===== config.mk =====
export PLATFORM = sky130hd
export DESIGN_NAME = decode_queue
export DESIGN_NICKNAME = d
export VERILOG_FILES = /design/src/rtl/decode_queue.sv
export SDC_FILE = /design/constraint.sdc
export NUM_CORES = 2
export LEC_CHECK = 0
export BUFFER_PORTS_ARGS = -buffer_cell sky130_fd_sc_hd__buf_2
export CAP_MARGIN = 20
export CORE_MARGIN = 2
export CORE_UTILIZATION = 40
export DETAILED_ROUTE_END_ITERATION = 8
export SYNTH_ARGS = -nofsm -noshare
export SYNTH_HDL_FRONTEND = slang
export SYNTH_SLANG_ARGS = --single-unit

===== constraint.sdc =====
create_clock -name clk -period 9.4 [get_ports clk]
set_input_delay 2.35 -clock clk [delete_from_list [all_inputs] [get_ports clk]]
set_output_delay 2.35 -clock clk [all_outputs]
set_load 0.03 [all_outputs]

===== src/rtl/decode_queue.sv =====
// rtl/decode_queue.sv - multi-lane instruction decoder feeding an in-order circular queue
// Decodes up to LANES instructions per cycle and drains up to LANES in order to rename.
module decode_queue #(
  parameter int LANES = 2,
  parameter int DEPTH = 8,
  parameter int XLEN  = 32
) (
  input  logic                     clk,
  input  logic                     rst_n,
  input  logic                     flush,
  input  logic                     in_valid,
  input  logic [LANES-1:0]         in_lane_en,
  input  logic [LANES*32-1:0]      in_instr,
  input  logic [LANES*XLEN-1:0]    in_pc,
  output logic                     in_ready,
  output logic [LANES-1:0]         out_valid,
  input  logic [LANES-1:0]         out_ready,
  output logic [LANES*5-1:0]       out_rs1,
  output logic [LANES*5-1:0]       out_rs2,
  output logic [LANES*5-1:0]       out_rd,
  output logic [LANES*3-1:0]       out_alu_op,
  output logic [LANES*7-1:0]       out_opcode,
  output logic [LANES*2-1:0]       out_fu,
  output logic [LANES*3-1:0]       out_func3,
  output logic [LANES*7-1:0]       out_func7,
  output logic [LANES*XLEN-1:0]    out_imm,
  output logic [LANES-1:0]         out_rd_wr,
  output logic [LANES-1:0]         out_illegal,
  output logic [LANES*XLEN-1:0]    out_pc,
  output logic [$clog2(DEPTH):0]   count
);

  localparam int PW = $clog2(DEPTH);
  localparam int CW = PW + 1;

  typedef struct packed {
    logic [4:0]      rs1;
    logic [4:0]      rs2;
    logic [4:0]      rd;
    logic [2:0]      alu_op;
    logic [6:0]      opcode;
    logic [1:0]      fu;
    logic [2:0]      func3;
    logic [6:0]      func7;
    logic [XLEN-1:0] imm;
    logic            rd_wr;
    logic            illegal;
    logic [XLEN-1:0] pc;
  } entry_t;

  function automatic entry_t decode(input logic [31:0] ins, input logic [XLEN-1:0] pc);
    entry_t      e;
    logic [31:0] imm;
    logic        wr;
    e   = '0;
    imm = '0;
    wr  = 1'b0;
    case (ins[6:0])
      7'b0010011: begin
        e.rs1 = ins[19:15]; e.rd = ins[11:7]; e.alu_op = 3'b011; e.fu = 2'b01;
        e.func3 = ins[14:12]; e.func7 = ins[31:25];
        imm = {{20{ins[31]}}, ins[31:20]}; wr = 1'b1;
      end
      7'b0110111: begin
        e.rd = ins[11:7]; e.alu_op = 3'b100; e.fu = 2'b01;
        imm = {ins[31:12], 12'b0}; wr = 1'b1;
      end
      7'b0010111: begin
        e.rd = ins[11:7]; e.alu_op = 3'b101; e.fu = 2'b01;
        imm = {ins[31:12], 12'b0}; wr = 1'b1;
      end
      7'b0110011: begin
        e.rs1 = ins[19:15]; e.rs2 = ins[24:20]; e.rd = ins[11:7]; e.alu_op = 3'b010;
        e.fu = 2'b01; e.func3 = ins[14:12]; e.func7 = ins[31:25]; wr = 1'b1;
      end
      7'b0000011: begin
        e.rs1 = ins[19:15]; e.rd = ins[11:7]; e.alu_op = 3'b000; e.fu = 2'b11;
        e.func3 = ins[14:12];
        imm = {{20{ins[31]}}, ins[31:20]}; wr = 1'b1;
      end
      7'b0100011: begin
        e.rs1 = ins[19:15]; e.rs2 = ins[24:20]; e.alu_op = 3'b000; e.fu = 2'b11;
        e.func3 = ins[14:12];
        imm = {{20{ins[31]}}, ins[31:25], ins[11:7]};
      end
      7'b1100011: begin
        e.rs1 = ins[19:15]; e.rs2 = ins[24:20]; e.alu_op = 3'b001; e.fu = 2'b10;
        e.func3 = ins[14:12];
        imm = {{19{ins[31]}}, ins[31], ins[7], ins[30:25], ins[11:8], 1'b0};
      end
      7'b1100111: begin
        e.rs1 = ins[19:15]; e.rd = ins[11:7]; e.alu_op = 3'b110; e.fu = 2'b10;
        e.func3 = ins[14:12];
        imm = {{20{ins[31]}}, ins[31:20]}; wr = 1'b1;
      end
      7'b1101111: begin
        e.rd = ins[11:7]; e.alu_op = 3'b111; e.fu = 2'b10;
        imm = {{11{ins[31]}}, ins[31], ins[19:12], ins[20], ins[30:21], 1'b0}; wr = 1'b1;
      end
      default: e.illegal = 1'b1;
    endcase
    // Illegal entries report every decoded field as zero, opcode included.
    e.opcode = e.illegal ? 7'd0 : ins[6:0];
    e.imm    = XLEN'($signed(imm));
    e.rd_wr  = wr && (e.rd != 5'd0);
    e.pc     = pc;
    return e;
  endfunction

  entry_t          mem_q [DEPTH];
  entry_t          dec   [LANES];
  entry_t          head_e [LANES];
  logic [PW-1:0]   head_q, head_d, tail_q, tail_d;
  logic [CW-1:0]   count_q, count_d;
  logic [CW-1:0]   push_n, pop_n;
  logic            push_ok;
  logic            pop_stop;

  assign in_ready = (count_q <= CW'(DEPTH - LANES));
  assign push_ok  = in_valid && in_ready && !flush;
  assign count    = count_q;

  always_comb begin
    for (int i = 0; i < LANES; i++) begin
      dec[i] = decode(in_instr[32*i +: 32], in_pc[XLEN*i +: XLEN]);
    end
  end

  always_comb begin
    for (int i = 0; i < LANES; i++) begin
      out_valid[i] = (count_q > CW'(i));
    end
  end

  always_comb begin
    push_n = '0;
    if (push_ok) begin
      for (int i = 0; i < LANES; i++) begin
        push_n = push_n + CW'(in_lane_en[i]);
      end
    end
  end

  // Pops stop at the first lane rename declines; later lanes stay queued.
  always_comb begin
    pop_n    = '0;
    pop_stop = 1'b0;
    for (int i = 0; i < LANES; i++) begin
      if (!pop_stop && out_valid[i] && out_ready[i]) begin
        pop_n = pop_n + CW'(1);
      end else begin
        pop_stop = 1'b1;
      end
    end
  end

  always_comb begin
    head_d  = head_q + pop_n[PW-1:0];
    tail_d  = tail_q + push_n[PW-1:0];
    count_d = count_q + push_n - pop_n;
    if (flush) begin
      head_d  = '0;
      tail_d  = '0;
      count_d = '0;
    end
  end

  always_ff @(posedge clk or negedge rst_n) begin
    if (!rst_n) begin
      head_q  <= '0;
      tail_q  <= '0;
      count_q <= '0;
    end else begin
      head_q  <= head_d;
      tail_q  <= tail_d;
      count_q <= count_d;
    end
  end

  always_ff @(posedge clk) begin
    if (push_ok) begin
      for (int i = 0; i < LANES; i++) begin
        if (in_lane_en[i]) begin
          mem_q[tail_q + PW'(i)] <= dec[i];
        end
      end
    end
  end

  always_comb begin
    for (int i = 0; i < LANES; i++) begin
      head_e[i]                  = mem_q[head_q + PW'(i)];
      out_rs1[5*i +: 5]          = head_e[i].rs1;
      out_rs2[5*i +: 5]          = head_e[i].rs2;
      out_rd[5*i +: 5]           = head_e[i].rd;
      out_alu_op[3*i +: 3]       = head_e[i].alu_op;
      out_opcode[7*i +: 7]       = head_e[i].opcode;
      out_fu[2*i +: 2]           = head_e[i].fu;
      out_func3[3*i +: 3]        = head_e[i].func3;
      out_func7[7*i +: 7]        = head_e[i].func7;
      out_imm[XLEN*i +: XLEN]    = head_e[i].imm;
      out_rd_wr[i]               = head_e[i].rd_wr;
      out_illegal[i]             = head_e[i].illegal;
      out_pc[XLEN*i +: XLEN]     = head_e[i].pc;
    end
  end

endmodule


==> metrics.md <==
| Metric | Value |
|---|---|
| Status | completed |
| Fin crit share | 0.728 |
| Postcts setup bufs | 0 |
| Slew Limit Fails | 0 |
| CP Buf/Inv Count | 3 |
| Layout Nets | 4208 |
| Data arrival, critical path | 4500 ps |
| Post-route ant nets | 0 |
| Crit path launch type | flop |
| CP delay by family, top | buffers and inverters |
| Met2 wire length | 80100 microns |
| Routability cong. | 0.867 |
| Sequential area share after synthesis | 0.516 |
| CP max stage delay | 970 ps |
| Hold_buf cts | 0 |
| Reg clk slew, reported paths | 60 ps |
| Starting Density | 0.404 |
| Worst-path cell chain | buf_12 -> buf_4 -> mux4_2 -> mux2_2 -> buf_2 |
| Synth top cells by count | 1144 x nand2_1, 824 x edfxtp_1, 412 x mux4_2 |
| Kind of critical path | reg2out |
| Area grow syn2layout | 12.1% |
| Inserted Clock Buffers | 96 |
| FF-to-FF setup slack | 4900 ps |
| Detail Route met3 WL | 16800 microns |
| Fmax | 0.146 GHz |
| 1st-iter DRT viols | 4243 |
| Max clock buf depth | 3 |
| DRC Markers | 0 |
| Mapped cell area | 48500 sq um |
| Number of synthesized flops with an enable pin | 824 |
| Int Pwr | 8580 uW |
| Die Y | 352 microns |
| Max-cap violations | 0 |
| Yosys warns | 0 |
| Vias in the first global route | 33800 |
| Seq cells post-synth | 834 |
| Worst Setup End Kind | output port |
| Total power | 13600 uW |
| First-pass GRT wire length | 238000 microns |
| CP Data Required Time | 7050 ps |
| DRT Wirelength | 166000 microns |
| Hold Crit Class | reg2reg |
| Wire per inst | 28.9 microns |
| Slack of the critical path | 2550 ps |
| Core area | 120000 sq um |
| Rows | 127 |
| Rel. slew slack | 0.215 |
| Via-to-Cell Ratio | 6.07 |
| Flop pwr share | 0.317 |
| Skew-Pair Late Insertion Delay | 690 ps |
| CP max FO | 100 |
| Pre-antenna DRT Iters | 6 |
| Uppermost routed layer | met5 |
| Clock power share | 0.277 |
| Residual overflow from global routing | 0 |
| Clock root buffer master | clkbuf_16 |
| Worst Hold Margin | 717 ps |
| Layout cells sized above 1 | 0.298 |
| PortBufs | 348 |
| Final Hold Violating Endpoints | 0 |
| Final setup viols | 0 |
| Post-Syn Instances | 3930 |
| Post-synth top area cell | edfxtp_1 |
| Post-CTS sizing | 0 |
| Fin crit period | 6850 ps |
| Tot GR Track Use | 0.262 |
| Leakage | 0.0187 uW |
| Place WS | 3180 ps |
| Post-synth cell types | 65 |
| Main area contributors after synthesis | edfxtp_1 51%, mux4_2 19%, nand2_1 8.9% |
| RSZ-0062 raised after global routing | false |
| Switching power | 5000 uW |
| Initial antenna violation count | 32 |
| # IOs | 349 |
| Sw Ratio | 0.368 |
| Comb power frac | 0.406 |
| Cell with the most instances after synthesis | nand2_1 |
| PwrDens | 250 nW/um^2 |
| Yosys top cell area share | 0.510 |
| Setup TNS Final | 0 ps |
| M1 WL | 63700 microns |
| Via Count | 34900 |
| Syn_nets | 4082 |
| Largest net degree at the start of global routing | 151 |
| Overall die width | 352 microns |
| H-tree depth | 3 |
| Syn Area/Cell | 12.3 sq um |
| Synth Flop Type | edfxtp_1 |
| HPWL Detailed | 103000 microns |
| Die Area | 124000 sq um |
| Skew final | 21.9 ps |
| Num Clock Sinks | 834 |
| CTS tree | yes |
| Max stage delay cell, worst path | dfrtp_4 |
| Tightest Pin Transition | 1180 ps |
| Max VDD drop | 0.322 mV |
| Ys async rst share | 0.0120 |
==> placed cells by master, fill, tap and decap left out, types with 11 or more instances in the layout <==
master,Yosys,layout
a22oi_1,60,60
clkinv_2,0,21
diode_2,0,11
and2_1,22,22
edfxtp_1,824,824
mux4_2,412,412
clkbuf_16,0,97
inv_1,18,18
clkbuf_1,133,20
nor2_1,111,111
a21oi_1,138,138
nand2_1,1144,1144
mux2i_1,89,89
ha_1,12,11
buf_2,144,348
o21ai_1,23,23
buf_4,44,65
o21ai_0,314,308
clkinv_1,0,21
mux2_2,206,206
==> power by group through the flow <==
stage / logic [uW] / registers, uW / clock network [uW]
after floorplan: 4220 / 4330 / 0
after global placement: 5500 / 4380 / 0
after detailed placement: 5530 / 4380 / 0
after CTS: 5550 / 4300 / 3790
after global routing: 5770 / 4320 / 3930
final: 5510 / 4300 / 3760
==> worst paths after layout <==
path | startpoint | end | depth (start not counted)
max | head_q[1] | out_alu_op[2] | 5
min | count[0] | count[0] | 2
max reg2reg | tail_q[0] | mem_q[4][73] | 5
min reg2reg | count[0] | count[0] | 2
max in group asynchronous | rst_n | head_q[2] | 1
min in group asynchronous | rst_n | count[3] | 1
==> cells by family after synthesis <==
family,count (synthesis),share of synthesized area
multiplexers,707,0.258
adder cells (fa/ha/maj),16,0.00475
AND/OR/NAND/NOR,1359,0.112
flip-flops,834,0.516
buffers and inverters,412,0.0406
XOR/XNOR,7,0.00126
AO/OA/AOI/OAI,595,0.0687
==> worst reg2reg max path, stage by stage, from the launching register on <==
cell	delay, ps
dfrtp_1	640
ha_1	290
xor2_1	780
nand3_4	910
o21ai_4	760
buf_12	670
==> state kept, by name, summed over array words and instances (netlist names) <==
| name | count |
|---|---|
| tail_q | 3 |
| mem_q | 824 |
| head_q | 3 |
| count | 4 |
==> per-stage QoR <==
step                      instance area [sq um]  std cells   util
after detailed placement                  51200       5569  0.426
after CTS                                 54300       5747  0.452
after global routing                      54300       5753  0.452
after global placement                    51200       5568  0.426
after floorplan                           48500       3930      -
final                                     54400       5759  0.452
==> per-layer routing <==
layer | vias to the layer above | track usage
met4 | 38 | 0.0919
met5 | - | 0
met3 | 348 | 0.0562
met2 | 1929 | 0.429
met1 | 17700 | 0.345
li1 | 15000 | -
==> final cells by class <==
class                      instances  area, sq um
antenna                           11         27.5
clock buffer                     117         2500
clock inverter                    61          594
fill                           10900        65800
inverter                          18         67.6
multi-input combinational       2684        21700
sequential                       834        25000
tap                             1612         2020
timing repair buffer             422         2400
Note: power is estimated with default switching activity, not from simulation.
